===== src/rtl/controle_display_pkg.sv =====
// Shared definitions for the display controller: FSM states and the
// reset/blank codes driven to the 7-segment converter.
package controle_display_pkg;

  typedef enum logic {
    NUMERO = 1'b0,
    LETRA  = 1'b1
  } estado_t;

  localparam logic [4:0] LETRA_APAGADA = 5'h1F;
  localparam logic [7:0] NUMERO_RESET  = 8'd0;

  // Zero-length windows/periods degenerate to a single cycle
  function automatic int unsigned minimoUm(input int unsigned valor);
    return (valor == 0) ? 1 : valor;
  endfunction

endpackage


===== src/rtl/controle_display_temporizador_letra.sv =====
// Loadable down-counter timing the letter window; stops at zero and
// flags it so the controller knows when the window has run out.
module temporizador_letra #(
  parameter int N_TEMPO = 26
) (
  input  logic               clock,
  input  logic               reset,
  input  logic               carrega,
  input  logic [N_TEMPO-1:0] valor,
  output logic               zero
);

  logic [N_TEMPO-1:0] contagem_q;

  always_ff @(posedge clock or posedge reset) begin
    if (reset) begin
      contagem_q <= '0;
    end else if (carrega) begin
      contagem_q <= valor;
    end else if (contagem_q != '0) begin
      contagem_q <= contagem_q - 1'b1;
    end
  end

  assign zero = (contagem_q == '0);

endmodule


===== src/rtl/controle_display.sv =====
// Arbitrates the 7-segment converter between a number source and a letter
// source; letters pre-empt for a fixed window. Optional blink: PISCA_EN.
module controle_display
  import controle_display_pkg::*;
#(
  parameter int unsigned TEMPO_LETRA   = 50_000_000,
  parameter int          N_TEMPO       = 26,
  parameter int unsigned PERIODO_PISCA = 12_500_000
) (
  input  logic       clock,
  input  logic       reset,
  input  logic       req_numero,
  input  logic [7:0] numero_in,
  input  logic       req_letra,
  input  logic [4:0] letra_in,
  output logic       ack_numero,
  output logic       ack_letra,
  output logic       select,
  output logic [7:0] numero,
  output logic [4:0] letra,
  output logic       fim_letra
);

  localparam int unsigned TEMPO_EFETIVO = minimoUm(TEMPO_LETRA);
  localparam logic [N_TEMPO-1:0] CARGA_TIMER = N_TEMPO'(TEMPO_EFETIVO - 1);

  estado_t    estado_q;
  logic       select_q;
  logic [7:0] numero_q;
  logic [4:0] letra_q;
  logic       ackNumero_q;
  logic       ackLetra_q;
  logic       fim_q;
  logic       timerZero;

  temporizador_letra #(
    .N_TEMPO(N_TEMPO)
  ) u_temporizador (
    .clock  (clock),
    .reset  (reset),
    .carrega(req_letra),
    .valor  (CARGA_TIMER),
    .zero   (timerZero)
  );

`ifdef PISCA_EN
  localparam int unsigned PERIODO_EFETIVO = minimoUm(PERIODO_PISCA);
  localparam int W_PISCA = (PERIODO_EFETIVO > 1) ? $clog2(PERIODO_EFETIVO) : 1;
  localparam logic [W_PISCA-1:0] FIM_FASE = W_PISCA'(PERIODO_EFETIVO - 1);

  logic [W_PISCA-1:0] fasePisca_q;
  logic               visivel_q;
  logic [4:0]         letraLatch_q;
`endif

  // A letter request wins over expiry, so timer==0 with req_letra reloads
  always_ff @(posedge clock or posedge reset) begin
    if (reset) begin
      estado_q    <= NUMERO;
      select_q    <= 1'b0;
      numero_q    <= NUMERO_RESET;
      letra_q     <= LETRA_APAGADA;
      ackNumero_q <= 1'b0;
      ackLetra_q  <= 1'b0;
      fim_q       <= 1'b0;
`ifdef PISCA_EN
      fasePisca_q  <= '0;
      visivel_q    <= 1'b1;
      letraLatch_q <= LETRA_APAGADA;
`endif
    end else begin
      ackNumero_q <= req_numero;
      ackLetra_q  <= req_letra;
      fim_q       <= 1'b0;
      if (req_numero) begin
        numero_q <= numero_in;
      end
      if (req_letra) begin
        estado_q <= LETRA;
        select_q <= 1'b1;
        letra_q  <= letra_in;
`ifdef PISCA_EN
        letraLatch_q <= letra_in;
        fasePisca_q  <= '0;
        visivel_q    <= 1'b1;
`endif
      end else begin
        case (estado_q)
          LETRA: begin
            if (timerZero) begin
              estado_q <= NUMERO;
              select_q <= 1'b0;
              fim_q    <= 1'b1;
`ifdef PISCA_EN
              fasePisca_q <= '0;
              visivel_q   <= 1'b1;
              letra_q     <= letraLatch_q;
`endif
            end
`ifdef PISCA_EN
            else if (fasePisca_q == FIM_FASE) begin
              fasePisca_q <= '0;
              visivel_q   <= ~visivel_q;
              letra_q     <= visivel_q ? LETRA_APAGADA : letraLatch_q;
            end else begin
              fasePisca_q <= fasePisca_q + 1'b1;
            end
`endif
          end
          default: ;
        endcase
      end
    end
  end

  assign select     = select_q;
  assign numero     = numero_q;
  assign letra      = letra_q;
  assign ack_numero = ackNumero_q;
  assign ack_letra  = ackLetra_q;
  assign fim_letra  = fim_q;

endmodule

===== config.mk =====
export PLATFORM = sky130hd
export DESIGN_NAME = controle_display
export DESIGN_NICKNAME = d
export VERILOG_FILES = /design/src/rtl/controle_display_pkg.sv /design/src/rtl/controle_display_temporizador_letra.sv /design/src/rtl/controle_display.sv
export SDC_FILE = /design/constraint.sdc
export NUM_CORES = 1
export LEC_CHECK = 0
export BUFFER_PORTS_ARGS = -buffer_cell sky130_fd_sc_hd__buf_2
export CAP_MARGIN = 10
export CELL_PAD_IN_SITES_DETAIL_PLACEMENT = 0
export CELL_PAD_IN_SITES_GLOBAL_PLACEMENT = 1
export CORE_ASPECT_RATIO = 0.6
export CORE_MARGIN = 3
export CORE_UTILIZATION = 40
export CTS_CLUSTER_DIAMETER = 30
export DETAILED_ROUTE_END_ITERATION = 8
export GPL_TIMING_DRIVEN = 0
export HOLD_SLACK_MARGIN = 0.12
export PLACE_DENSITY_LB_ADDON = 0.1
export SLEW_MARGIN = 20
export SYNTH_ARGS = -nofsm -noshare
export SYNTH_HDL_FRONTEND = slang
export SYNTH_SLANG_ARGS = --single-unit
export TNS_END_PERCENT = 50

===== constraint.sdc =====
create_clock -name clock -period 1.8 [get_ports clock]
set_input_delay 0.09 -clock clock [delete_from_list [all_inputs] [get_ports clock]]
set_output_delay 0.09 -clock clock [all_outputs]
set_load 0.03 [all_outputs]

==> run_results.csv, run 1 <==
group,metric,value,unit
status,outcome,"complete, but fails checks",
status,violations,"negative setup slack",
timing,fin_crit,1.92,ns
drt,vias_per_cell,5.31,
clock_tree,htreeDepth,2,
drt,drc,0,
clock_tree,cts_tree,"done",
cells_and_area,design_area,0.00339,sq mm
synthesis,ys_seq_elements,44,
setup_path,critPathArrivalTime,2.14,ns
pwr,power,2.07,mW
global_routing,grt_pass1_vias,1989,
synthesis,syn_avg_cell_area,10.9,sq um
setup_path,critPathKind,"reg -> reg",
cells_and_area,layout_commonest_cell,"buf_2",
pwr,pwr-share-seq,51.0,%
floorplanning,start_util,43.3,%
drt,wl_per_cell,16.8,um
timing,slew_headroom,59.3,%
synthesis,yosys_warnings,0,
timing,worst_slack,-0.116,ns
placed_design,placed_cell_area,0.00258,sq mm
synthesis,synth_top_area_share,42.6,%
pwr,peakVddDrop,0.362,mV
clock_tree,cts-root-buf,"clkbuf_8",
floorplanning,num_io_pins,34,
cells_and_area,layout-area-overhead-vs-synth,48.1,%
drt,wl,6.31,mm
cells_and_area,final_cell_mix,"buf_2, dfrtp_1, nor2_1, buf_4",
placed_design,portBuffers,33,
cells_and_area,nNetsFinal,315,
pwr,clkPwrFrac,35.8,%
setup_path,cp_max_fo,6,
global_routing,grt_use_total,19.2,%
synthesis,synth_edf_count,0,
timing,fmax,522,MHz
global_routing,antenna_found_initial,0,
pwr,power_density,610,mW/mm^2
clock_tree,numCtsBuffers,5,
synthesis,synth_area_leaders,"dfrtp_1, mux2_2, dfstp_2, mux2i_1, nor2b_1",
global_routing,overflow,0,
timing,setup_viol,8,
synthesis,ys_async_sr_fraction,100,%
synthesis,synthesis.instances,210,
floorplanning,die_w,104,um
timing,hold_viol_final,0,
timing,slew_viol_final,0,
pwr,intPower,1.56,mW
placed_design,dp_hpwl,3.75,mm
setup_path,startpoint_type,"register",
placed_design,gp_congestion,0.763,
pwr,power_switching,0.507,mW
worst_hold_path,hold_class,"in -> reg",
floorplanning,die_h,64.6,um
global_routing,grt_max_degree,24,
synthesis,ys.flop_type,"dfrtp_1",
synthesis,synth_nets,228,
job,max_cap_violations,0,
cells_and_area,diodes,0,
clock_tree,clkSinkCount,44,
pwr,swShare,24.6,%
setup_path,crit_required,2.02,ns
synthesis,ys_seq_area_share,48.4,%
cells_and_area,drive_gt1_share,47.3,%
drt,first_iter_violations,68,
timing,finClkSkew,0.00314,ns
timing,fin_crit_sh,106,%
timing,tightest_slew,0.610,ns
clock_tree,path_clk_slew,0.08,ns
pwr,combPwrFrac,13.2,%
synthesis,yosys.area.top_type,"dfrtp_1",
floorplanning,die_area,0.00669,sq mm
synthesis,syn_area,0.00229,sq mm
pwr,p_leak,1.31,nW
drt,vias,1993,
floorplanning,fp.coreArea,0.00528,sq mm
drt,postRouteAntennaNets,0,
clock_tree,ctsLongestPathBuffers,2,
synthesis,synthDistinctLibCells,40,
global_routing,grt_pass1_wl,10.2,mm
timing,rsz0062_at_grt,"yes",
cells_and_area,finalNonFillerCells,375,
drt,dr.pass1.iters,4,
floorplanning,rows,20,
timing,fin_setup_tns,-0.464,ns
clock_tree,worstSkewPairLatency,0.29,ns
placed_design,dp_slack,-0.323,ns
setup_path,cp-end-kind,"register",
placed_design,dp.cells,321,
[critical path: stages, from the launching register on]
cell and delay [ns]:
dfrtp_1 0.43, inv_2 0.09, ha_4 0.15, nor3b_4 0.21
buf_6 0.13, nand4_4 0.16, or4_4 0.55, a21oi_2 0.12
[layer usage]
layer	track usage (%)	vias to the layer above	wire, um
met5	0	-	0
met4	3.32	0	44
met3	3.88	7	344
met2	30.0	48	2910
met1	28.1	988	3020
li1	-	950	-
[power by group through the flow]
stage	Combinational [mW]	Clock, mW	Sequential, mW
2_1_floorplan	0.0827	0	1.14
3_3_place_gp	0.221	0	1.07
3_5_place_dp	0.231	0	1.07
4_1_cts	0.273	0.764	1.05
5_1_grt	0.296	0.809	1.06
6_report	0.273	0.739	1.05
[worst paths after layout]
check | start | endpoint | slack (ns) | cells past startpoint
max reg2reg | u_temporizador.contagem_q[0] | u_temporizador.contagem_q[18] | -0.12 | 7
min in group asynchronous | reset | ack_letra | 0.40 | 3
min | req_letra | u_temporizador.contagem_q[23] | 0.38 | 4
max in group asynchronous | reset | letra[4] | 0.84 | 4
min reg2reg | select | select | 0.49 | 1
max | u_temporizador.contagem_q[0] | u_temporizador.contagem_q[18] | -0.12 | 7
[synthesized netlist by cell type (3+ instances only)]
cell type and n:
clkbuf_1 7, nor3_1 8, inv_1 4, nor4_1 3, mux2i_1 12, a211o_1 5
nand2_1 8, dfrtp_1 39, a21oi_1 10, nand3_1 4, a2111oi_2 4, o21ai_0 7
nor2_1 23, mux2_2 16, nor2b_1 16, a211oi_1 4, dfstp_2 5, or4_1 6
[layout make-up]
| class | count | area (sq um) |
|---|---|---|
| Fill cell | 428 | 1890 |
| Sequential cell | 44 | 1120 |
| Multi-Input combinational cell | 152 | 1320 |
| Clock buffer | 6 | 72.6 |
| Inverter | 4 | 15.0 |
| Buffer | 10 | 86.3 |
| Tap cell | 77 | 96.3 |
| Clock inverter | 2 | 35.0 |
| Timing Repair Buffer | 80 | 646 |
[what timing repair did]
action,4_1_cts,5_1_grt
pin swaps,16,12
hold endpoints to repair,37,0
resized for setup,30,26
setup endpoints to repair,27,25
buffers inserted,16,10
hold buffers,16,0
gates cloned,1,3
[sequential cells by signal, indices dropped and copies added, names as in the netlist]
register,cells
fim_letra,1
numero,8
letra,5
u_temporizador.contagem_q,26
ack_numero,1
select,1
ack_letra,1
estado_q,1
[kinds of logic after synthesis]
logic type | after synthesis | share of synthesized area, %
muxes | 28 | 13.1
buffers and inverters | 14 | 3.12
adders and majority gates | 1 | 0.547
DFF | 44 | 48.4
AOI/OAI and AO/OA | 36 | 11.6
and+or+nand+nor | 87 | 23.2
[stage by stage]
step / util, % / hold WS [ns]
after floorplan: - / 0.121
after global placement: 48.4 / 0.214
after detailed placement: 48.9 / 0.166
after CTS: 59.4 / 0.372
after global routing: 64.2 / 0.433
final: 64.2 / 0.381
No activity file was read; power rests on OpenSTA's default activity.
==> run 2: changes to the inputs <==
--- a/config.mk
+++ b/config.mk
@@ -5,13 +5,14 @@
 export SDC_FILE = /design/constraint.sdc
 export NUM_CORES = 1
 export LEC_CHECK = 0
+export ABC_AREA = 1
 export BUFFER_PORTS_ARGS = -buffer_cell sky130_fd_sc_hd__buf_2
 export CAP_MARGIN = 10
 export CELL_PAD_IN_SITES_DETAIL_PLACEMENT = 0
 export CELL_PAD_IN_SITES_GLOBAL_PLACEMENT = 1
 export CORE_ASPECT_RATIO = 0.6
 export CORE_MARGIN = 3
-export CORE_UTILIZATION = 40
+export CORE_UTILIZATION = 37
 export CTS_CLUSTER_DIAMETER = 30
 export DETAILED_ROUTE_END_ITERATION = 8
 export GPL_TIMING_DRIVEN = 0
==> run_results.csv, run 2 <==
group,metric,value,unit
setup_path,crit_slowest_cell,"dfrtp_1",
timing,fin_crit,1.68,ns
floorplanning,rows,21,
placed_design,placed_cell_area,0.00267,sq mm
synthesis,synthAdderAreaFrac,0.524,%
drt,dr.pass1.iters,4,
setup_path,crit_start,"u_temporizador.contagem_q[0]",
placed_design,dp_slack,-0.0808,ns
synthesis,ys_seq_area_share,46.4,%
timing,finClkSkew,0.00370,ns
timing,hold_viol_final,0,
timing,setup_viol,0,
timing,fin_crit_sh,93.3,%
setup_path,critPathMaxStageDelay,0.41,ns
placed_design,gp_congestion,0.850,
drt,vias_per_cell,4.62,
setup_path,reg2reg_to,"u_temporizador.contagem_q[0]",
global_routing,overflow,0,
synthesis,synthSimpleGateAreaFrac,36.9,%
global_routing,grt_use_total,18.7,%
cells_and_area,diodes,0,
setup_path,crit_required,1.99,ns
synthesis,yosys.area.top_type,"dfrtp_1",
job,max_cap_violations,0,
clock_tree,ctsLongestPathBuffers,2,
setup_path,cp_max_fo,7,
global_routing,grt_pass1_vias,2016,
pwr,p_leak,1.48,nW
setup_path,critPathKind,"reg -> reg",
drt,vias,2122,
timing,rsz0062_at_grt,"no",
setup_path,crit_path_cell_trace,"inv_2 -> ha_1 -> buf_6 -> nand2_4 -> nor2_4 -> nand2_4 -> nor2_4 -> nand2_4 -> nand2_1 -> nand2_1",
synthesis,synth_compound_area_share,2.94,%
timing,worst_slack,0.121,ns
timing,slew_viol_final,0,
timing,hold-worst-slack,0.332,ns
cells_and_area,largest_reg_flops,26,
placed_design,dp_hpwl,4.69,mm
floorplanning,start_util,40.6,%
setup_path,endpoint,"u_temporizador.contagem_q[0]",
pwr,power,2.19,mW
floorplanning,num_io_pins,34,
synthesis,ys_seq_elements,44,
setup_path,r2r_start,"u_temporizador.contagem_q[0]",
status,outcome,"completed",
worst_hold_path,hold_class,"in -> async",
setup_path,reg2reg_depth,10,
clock_tree,htreeDepth,2,
global_routing,antenna_found_initial,0,
synthesis,synthesis.instances,317,
clock_tree,cts-root-buf,"clkbuf_8",
timing,fin_setup_tns,0,ns
pwr,peakVddDrop,0.448,mV
synthesis,ys_async_sr_fraction,100,%
clock_tree,clkSinkCount,44,
floorplanning,die_w,110,um
timing,slew_headroom,59.2,%
global_routing,grt_pass1_wl,10.2,mm
synthesis,synth_top_family_by_area,"simple AND/OR/NAND/NOR gates",
global_routing,grt_max_degree,26,
timing,fmax,596,MHz
pwr,power_density,734,mW/mm^2
cells_and_area,nNetsFinal,396,
cells_and_area,layout-area-overhead-vs-synth,25.3,%
floorplanning,fp.coreArea,0.00589,sq mm
synthesis,synth.most_common_cell,"nand2_1",
setup_path,crit_top_cell,"nand2_4",
clock_tree,worstSkewPairLatency,0.30,ns
setup_path,startpoint_type,"register",
placed_design,portBuffers,33,
synthesis,yosys_warnings,0,
synthesis,synth_area_leaders,"dfrtp_1, nand2_1, nor2_1, inv_1, dfstp_2",
clock_tree,numCtsBuffers,5,
synthesis,synth_xor_area_share,1.47,%
synthesis,synth_nets,335,
drt,postRouteAntennaNets,0,
drt,drc,0,
timing,tightest_slew,0.612,ns
setup_path,cp-end-kind,"register",
cells_and_area,final_cell_mix,"nand2_1, nor2_1, dfrtp_1, inv_1, buf_2",
setup_path,rrSetupSlack,0.12,ns
floorplanning,die_area,0.00748,sq mm
setup_path,critPathArrivalTime,1.87,ns
drt,wl,6.38,mm
drt,first_iter_violations,113,
clock_tree,path_clk_slew,0.08,ns
synthesis,synth_edf_count,0,
cells_and_area,largest-register,"u_temporizador.contagem_q",
synthesis,synthMuxAreaShare,3.77,%
cells_and_area,layout_commonest_cell,"nand2_1",
drt,wl_per_cell,13.9,um
clock_tree,cts_tree,"done",
cells_and_area,drive_gt1_share,21.6,%
synthesis,synth_top_area_share,40.9,%
synthesis,syn_area,0.00239,sq mm
cells_and_area,n_fill_cell,615,
synthesis,ys.flop_type,"dfrtp_1",
synthesis,synth_common_cells,"nand2_1, nor2_1, inv_1",
synthesis,synthDistinctLibCells,28,
floorplanning,die_h,68.2,um
synthesis,syn_avg_cell_area,7.53,sq um
cells_and_area,design_area,0.00299,sq mm
[run 2: worst max-delay path, delay by kind of cell, from the launching register on]
family,cells,cell delay [ns]
AND/OR/NAND/NOR,7,0.80
flip-flops,1,0.41
buffers and inverters,2,0.21
adder cells (fa/ha/maj),1,0.16
[run 2: cell families after synthesis]
kind of cell,after synthesis
simple gates,199
buf+inv,48
flops,44
compound gates,13
mux,8
xor+xnor,4
fa+ha+maj,1
[run 2: what timing repair did]
action | 4_1_cts | 5_1_grt
hold endpoints to repair | 35 | 0
endpoints found under the setup margin | 12 | 26
setup buffers | 3 | 1
resized for setup | 1 | 8
hold buffers | 16 | 0
pin swaps | 2 | 3
[run 2: worst min path at each step]
stage                                               end  startpoint
final                                         numero[2]       reset
after global placement                       ack_numero  req_numero
after global routing                          numero[2]       reset
after CTS                                     numero[5]       reset
after detailed placement  u_temporizador.contagem_q[24]       reset
after floorplan                               ack_letra   req_letra
[run 2: metrics by stage]
| stage | util [%] | instances |
|---|---|---|
| floorplan | - | 317 |
| global placement | 45.1 | 430 |
| detailed placement | 45.4 | 431 |
| CTS | 50.4 | 458 |
| global route | 50.8 | 459 |
| finish | 50.8 | 459 |
[run 2: area by class of cell]
cell class,count,area [sq um],share of cell area (%)
plain buffers,7,42.5,1.42
clock buffers,6,72.6,2.43
clock inverters,2,35.0,1.17
inverters,41,154,5.14
multi-input cells,225,1100,36.9
flip-flops and latches,44,1110,37.0
well taps,80,100,3.35
repair buffers,54,375,12.5
[run 2: where the power goes]
part | internal, mW | leakage (nW) | switching, mW | total (mW)
clock | 0.412 | 0.0552 | 0.347 | 0.759
sequential | 1.05 | 0.474 | 0.0436 | 1.10
combinational | 0.142 | 0.947 | 0.197 | 0.339
[run 2: per-layer routing]
metal | global-route usage (%) | part of all wire (%) | vias up | wire, um
li1 | - | - | 1106 | -
met1 | 28.4 | 54 | 972 | 3420
met2 | 25.9 | 40 | 34 | 2560
met3 | 5.09 | 5.3 | 10 | 340
met4 | 4.67 | 1.0 | 0 | 66
met5 | 0 | 0 | - | 0
